## config.mk

```make
export PLATFORM = sky130hd
export DESIGN_NAME = sap_mem_loader_flat
export DESIGN_NICKNAME = d
export VERILOG_FILES = /design/src/rtl/sap_pkg.sv /design/src/rtl/sap_mem_loader_if.sv /design/src/rtl/sap_mem_loader.sv /design/src/flat_wrapper.sv
export SDC_FILE = /design/constraint.sdc
export NUM_CORES = 1
export LEC_CHECK = 0
export ABC_AREA = 1
export ABC_CLOCK_PERIOD_IN_PS = 1100
export CORE_MARGIN = 3
export CORE_UTILIZATION = 37
export DETAILED_ROUTE_END_ITERATION = 12
export PLACE_DENSITY = 0.82
export REMOVE_ABC_BUFFERS = 1
export SYNTH_ARGS = -nofsm -noshare
export SYNTH_HDL_FRONTEND = slang
export SYNTH_SLANG_ARGS = --single-unit
```

## constraint.sdc

```tcl
create_clock -name clk -period 1.1 [get_ports clk]
set_input_delay 0.165 -clock clk [delete_from_list [all_inputs] [get_ports clk]]
set_output_delay 0.165 -clock clk [all_outputs]
set_load 0.005 [all_outputs]
```

## src/rtl/sap_pkg.sv

```systemverilog
// Shared SAP constants and the program-loader state encoding.
// SAP_LOADER_CHECKSUM_EN adds the CHECK state used by the loader's checksum option.
package sap_pkg;

    localparam int ADDR_W = 4;
    localparam int DATA_W = 8;
    localparam int DEPTH  = 2 ** ADDR_W;

    typedef enum logic [2:0] {
        ST_IDLE      = 3'd0,
        ST_WAIT_BYTE = 3'd1,
        ST_WRITE     = 3'd2,
`ifdef SAP_LOADER_CHECKSUM_EN
        ST_CHECK     = 3'd3,
`endif
        ST_DONE      = 3'd4
    } loader_state_e;

endpackage

```

## src/rtl/sap_mem_loader_if.sv

```systemverilog
// Byte-stream input and memory write bus of the SAP program loader.
// The master modport is the loader; the slave modport is the byte source plus memory.
interface sap_mem_loader_if;
    import sap_pkg::*;

    logic              in_valid;
    logic [DATA_W-1:0] in_data;
    logic              in_ready;
    logic              mem_enable;
    logic              mem_we;
    logic [ADDR_W-1:0] mem_address;
    logic [DATA_W-1:0] mem_data;
    logic              mem_data_oe;

    modport master (
        input  in_valid, in_data,
        output in_ready, mem_enable, mem_we, mem_address, mem_data, mem_data_oe
    );

    modport slave (
        output in_valid, in_data,
        input  in_ready, mem_enable, mem_we, mem_address, mem_data, mem_data_oe
    );

endinterface

```

## src/rtl/sap_mem_loader.sv

```systemverilog
// Loads DEPTH bytes from a valid/ready stream into SAP memory addresses 0..DEPTH-1.
// Define SAP_LOADER_CHECKSUM_EN to accept a trailing checksum byte and flag mismatches on err.
//
//  state        | meaning
//  -------------+------------------------------------------------------------
//  ST_IDLE      | waiting for start, bus released
//  ST_WAIT_BYTE | in_ready=1, waiting for the next byte
//  ST_WRITE     | one-cycle memory write of the latched byte at the counter
//  ST_CHECK     | in_ready=1, waiting for the checksum byte (option only)
//  ST_DONE      | session complete, bus released, waiting for start
module sap_mem_loader
    import sap_pkg::*;
(
    input  logic             clk,
    input  logic             rst_n,
    input  logic             start,
    sap_mem_loader_if.master bus,
    output logic             busy,
    output logic             done,
    output logic             err
);

    localparam logic [ADDR_W-1:0] LAST_ADDR = ADDR_W'(DEPTH - 1);

    loader_state_e     state_q;
    loader_state_e     state_d;
    logic [ADDR_W-1:0] addr_q;
    logic [DATA_W-1:0] data_q;
    logic              start_session;

    assign start_session = start && (state_q == ST_IDLE || state_q == ST_DONE);

    always_ff @(posedge clk) begin
        if (!rst_n) begin
            state_q <= ST_IDLE;
            addr_q  <= '0;
            data_q  <= '0;
        end else begin
            state_q <= state_d;
            if (start_session) begin
                addr_q <= '0;
            end else if (state_q == ST_WRITE && addr_q != LAST_ADDR) begin
                addr_q <= addr_q + 1'b1;
            end
            if (state_q == ST_WAIT_BYTE && bus.in_valid) begin
                data_q <= bus.in_data;
            end
        end
    end

`ifdef SAP_LOADER_CHECKSUM_EN
    logic [DATA_W-1:0] sum_q;
    logic [DATA_W-1:0] chk_total;
    logic              err_q;

    // Wraps naturally at DATA_W bits, giving the mod-256 sum.
    assign chk_total = sum_q + bus.in_data;

    always_ff @(posedge clk) begin
        if (!rst_n) begin
            sum_q <= '0;
            err_q <= 1'b0;
        end else if (start_session) begin
            sum_q <= '0;
            err_q <= 1'b0;
        end else if (state_q == ST_WRITE) begin
            sum_q <= sum_q + data_q;
        end else if (state_q == ST_CHECK && bus.in_valid) begin
            err_q <= (chk_total != '0);
        end
    end

    assign err = err_q;
`else
    assign err = 1'b0;
`endif

    always_comb begin
        state_d         = state_q;
        bus.in_ready    = 1'b0;
        bus.mem_enable  = 1'b0;
        bus.mem_we      = 1'b0;
        bus.mem_address = '0;
        bus.mem_data    = '0;
        bus.mem_data_oe = 1'b0;
        busy            = 1'b0;
        done            = 1'b0;

        case (state_q)
            ST_IDLE: begin
                if (start) state_d = ST_WAIT_BYTE;
            end
            ST_WAIT_BYTE: begin
                busy         = 1'b1;
                bus.in_ready = 1'b1;
                if (bus.in_valid) state_d = ST_WRITE;
            end
            ST_WRITE: begin
                busy            = 1'b1;
                bus.mem_enable  = 1'b1;
                bus.mem_we      = 1'b1;
                bus.mem_data_oe = 1'b1;
                bus.mem_address = addr_q;
                bus.mem_data    = data_q;
                if (addr_q == LAST_ADDR) begin
`ifdef SAP_LOADER_CHECKSUM_EN
                    state_d = ST_CHECK;
`else
                    state_d = ST_DONE;
`endif
                end else begin
                    state_d = ST_WAIT_BYTE;
                end
            end
`ifdef SAP_LOADER_CHECKSUM_EN
            ST_CHECK: begin
                busy         = 1'b1;
                bus.in_ready = 1'b1;
                if (bus.in_valid) state_d = ST_DONE;
            end
`endif
            ST_DONE: begin
                done = 1'b1;
                if (start) state_d = ST_WAIT_BYTE;
            end
            default: state_d = ST_IDLE;
        endcase
    end

endmodule

```

## src/flat_wrapper.sv

```systemverilog
// flat-port wrapper written by rule: the top's interface ports become plain ports
module sap_mem_loader_flat import sap_pkg::*;
  (clk, rst_n, start, busy, done, err, bus_in_valid, bus_in_data, bus_in_ready, bus_mem_enable, bus_mem_we, bus_mem_address, bus_mem_data, bus_mem_data_oe);
  sap_mem_loader_if bus_i ();
  input  logic clk;
  input  logic rst_n;
  input  logic start;
  output logic busy;
  output logic done;
  output logic err;
  input wire logic [$bits(bus_i.in_valid)-1:0] bus_in_valid;
  input wire logic [$bits(bus_i.in_data)-1:0] bus_in_data;
  output wire logic [$bits(bus_i.in_ready)-1:0] bus_in_ready;
  output wire logic [$bits(bus_i.mem_enable)-1:0] bus_mem_enable;
  output wire logic [$bits(bus_i.mem_we)-1:0] bus_mem_we;
  output wire logic [$bits(bus_i.mem_address)-1:0] bus_mem_address;
  output wire logic [$bits(bus_i.mem_data)-1:0] bus_mem_data;
  output wire logic [$bits(bus_i.mem_data_oe)-1:0] bus_mem_data_oe;
  assign bus_i.in_valid = bus_in_valid;
  assign bus_i.in_data = bus_in_data;
  assign bus_in_ready = bus_i.in_ready;
  assign bus_mem_enable = bus_i.mem_enable;
  assign bus_mem_we = bus_i.mem_we;
  assign bus_mem_address = bus_i.mem_address;
  assign bus_mem_data = bus_i.mem_data;
  assign bus_mem_data_oe = bus_i.mem_data_oe;
  sap_mem_loader u_core (.clk(clk), .rst_n(rst_n), .start(start), .bus(bus_i), .busy(busy), .done(done), .err(err));
endmodule
```

==> flow_summary.json <==
{
  "synthSimpleGateAreaFrac": 0.340,
  "h-tree-depth": 1,
  "ys.flop_type": "dfxtp_1",
  "fmax_ghz": 0.701,
  "dieArea_mm2": 0.00269,
  "ioPinCount": 31,
  "drtIter0Drc": 20,
  "synth_area_per_cell_um2": 6.47,
  "tns_ps": -8150,
  "coreArea_mm2": 0.00186,
  "ctsHoldBuffers": 0,
  "synth_area_leaders": "dfxtp_1 39%, nor2_1 17%, inv_1 10%, nand2_1 7.7%, o21ai_0 4.5%",
  "die_h_um": 51.8,
  "clock-sinks": 15,
  "layout_setup_ws_ps": -326,
  "crit_top_cell": "buf_6",
  "wl_per_cell_um": 14.5,
  "grt_max_degree": 9,
  "critPathTopFamily": "buffers and inverters",
  "finalSetupViolations": 33,
  "arrival_ps": 1640,
  "synth_top_family_by_area": "simple AND/OR/NAND/NOR gates",
  "critPathKind": "reg -> reg",
  "synthXorXnorAreaFrac": 0.0113,
  "cts.clk_slew.worst_paths_ps": 90,
  "period_minus_slack_ps": 1430,
  "ys_seq_area_frac": 0.386,
  "vias": 1011,
  "p_leak_nw": 0.638,
  "ant_nets": 0,
  "yosysMostFrequentCell": "nor2_1",
  "slew_violations": 0,
  "timing.critical_path.buf_inv": 5,
  "route.detailed.vias_per_inst": 5.06,
  "nNetsFinal": 189,
  "cp-end-kind": "flop",
  "r2r_setup_slack_ps": -330,
  "drive_gt1_frac": 0.509,
  "multi_input_area_um2": 551,
  "crit_required_ps": 1310,
  "ir_worst_vdd_mv": 0.767,
  "ys_ff_latch": 15,
  "reg2reg_from": "u_core.state_q[2]$_SDFFE_PN0P_",
  "grt_usage": 0.224,
  "crit_chain": "nor2_4 -> buf_4 -> buf_6 -> buf_6 -> buf_6 -> nand3_4 -> inv_4 -> nand2_1 -> a21oi_2",
  "start_util": 0.418,
  "antenna_found_initial": 0,
  "post-place-ws_ps": -380,
  "synth.cell_area_um2": 777,
  "synth_edf_count": 0,
  "syn2layout_area_growth_pct": 91.5,
  "synthAdderAreaFrac": 0.0161,
  "synth_compound_gate_area_share": 0.0837,
  "synthTopCellsByCount": "36 x nor2_1, 21 x inv_1, 16 x nand2_1",
  "r2r-end": "u_core.addr_q[1]$_SDFFE_PP0P_",
  "design_area_mm2": 0.00149,
  "synth.distinct_cells": 20,
  "overflow": 0,
  "grt_pass1_wl_um": 4440,
  "crit_path_max_incr_delay_ps": 370,
  "clock_latency_ps": 280,
  "seq_area_um2": 314,
  "hp-start": "bus_in_data[7]",
  "hold_path.class": "in -> reg",
  "rsz0062_at_grt": "true",
  "place_area_mm2": 0.00121,
  "insertedDiodeCount": 0,
  "syn_inst": 120,
  "synth_area_leader_cell": "dfxtp_1",
  "holdPathStages": 3,
  "hpwl_um": 1560,
  "cts-root-buf": "clkbuf_4",
  "fin_crit_sh": 1.30,
  "routed_wl_um": 2910,
  "drcViolationCount": 0,
  "async_reset_ff_frac": 0,
  "fillCellCount": 101,
  "status": "finished with violations",
  "die_w_um": 51.8,
  "power_density_mw_per_mm2": 938,
  "fin_skew_ps": 6.64,
  "cts_buffers": 3,
  "gp_congestion": 0.762,
  "max_cap_viol_count": 0,
  "numPortBuffers": 29,
  "hold_path_end": "u_core.data_q[7]$_SDFFE_PN0P_",
  "whs_ps": 483,
  "clock_path_buffers": 2,
  "firstDrtPassIters": 4,
  "synth_top_area_frac": 0.386,
  "cp_slowest_cell": "dfxtp_4",
  "crit_fanout": 6,
  "worstRegToRegCells": 9,
  "synth_warnings": 0,
  "crit_path_start_kind": "flop",
  "cp.depth": 9,
  "cts_tree": "done",
  "yosys-mux-area-fraction": 0,
  "violations": "negative setup slack",
  "hold_viol": 0,
  "placementRows": 15,
  "grt_pass1_vias": 990
}
[metal layers]
metal  track usage  part of all wire  vias to the layer above  routed length (um)
met2         0.421              0.54                       64                1560
met5             0                 0                        -                   0
li1              -                 -                      469                   -
met1         0.231              0.35                      464                1010
met4         0.127             0.040                        0                 115
met3        0.0344             0.077                       14                 223
[sequential cells by signal (all words and copies together) (netlist names)]
name	flops
u_core.data_q	8
u_core.state_q	3
u_core.addr_q	4
[layout by cell type, fill, tap and decap left out, types with 5 or more instances in the layout]
master,count
buf_2,15
buf_4,15
buf_6,13
clkdlybuf4s50_1,11
dfxtp_1,10
inv_1,18
nand2_1,14
nor2_1,21
nor2_2,5
nor2_4,10
o21ai_0,5
[layout make-up]
class | count | share of cell area
clock buffer | 4 | 0.0177
sequential | 15 | 0.211
inverter | 23 | 0.0715
tap | 25 | 0.0210
timing repair buffer | 55 | 0.309
multi-input combinational | 78 | 0.370
[kinds of logic (layout without fill, tap and decap cells)]
family,count (synthesis),after routing
XOR/XNOR,1,1
AND/OR/NAND/NOR,61,62
buffers and inverters,28,82
other,1,1
AO/OA/AOI/OAI,13,13
adder cells (fa/ha/maj),1,1
flip-flops,15,15
[worst max-delay path by stage]
| stage | start | endpoint |
|---|---|---|
| global route | u_core.state_q[2]$_SDFFE_PN0P_ | u_core.addr_q[1]$_SDFFE_PP0P_ |
| finish | u_core.state_q[2]$_SDFFE_PN0P_ | u_core.addr_q[1]$_SDFFE_PP0P_ |
| floorplan | u_core.state_q[2]$_SDFFE_PN0P_ | bus_mem_data_oe |
| CTS | u_core.state_q[0]$_SDFFE_PN0P_ | busy |
| detailed placement | u_core.state_q[2]$_SDFFE_PN0P_ | bus_mem_data[4] |
| global placement | u_core.state_q[2]$_SDFFE_PN0P_ | bus_mem_data[7] |
[stage by stage]
stage | util | instances | total power [mW]
floorplan | - | 115 | 0.730
global placement | 0.651 | 188 | 0.883
detailed placement | 0.651 | 188 | 0.895
CTS | 0.741 | 199 | 1.34
global route | 0.801 | 200 | 1.47
finish | 0.801 | 200 | 1.40
[where the power goes]
part           internal (mW)  switching, mW
clock                  0.141          0.178
sequential             0.575         0.0314
combinational          0.234          0.237
[worst reg2reg max path: stages (launching register included)]
cell,delay [ps]
dfxtp_4,370
nor2_4,160
buf_4,140
buf_6,80
buf_6,80
buf_6,90
nand3_4,110
inv_4,90
nand2_1,80
a21oi_2,150
[what timing repair did]
action | 4_1_cts | 5_1_grt
buffers inserted | 10 | 3
gates cloned | 2 | 0
resized for setup | 122 | 29
endpoints found under the setup margin | 32 | 33
pin swaps | 14 | 8
Power figures use the tool's default switching activity.
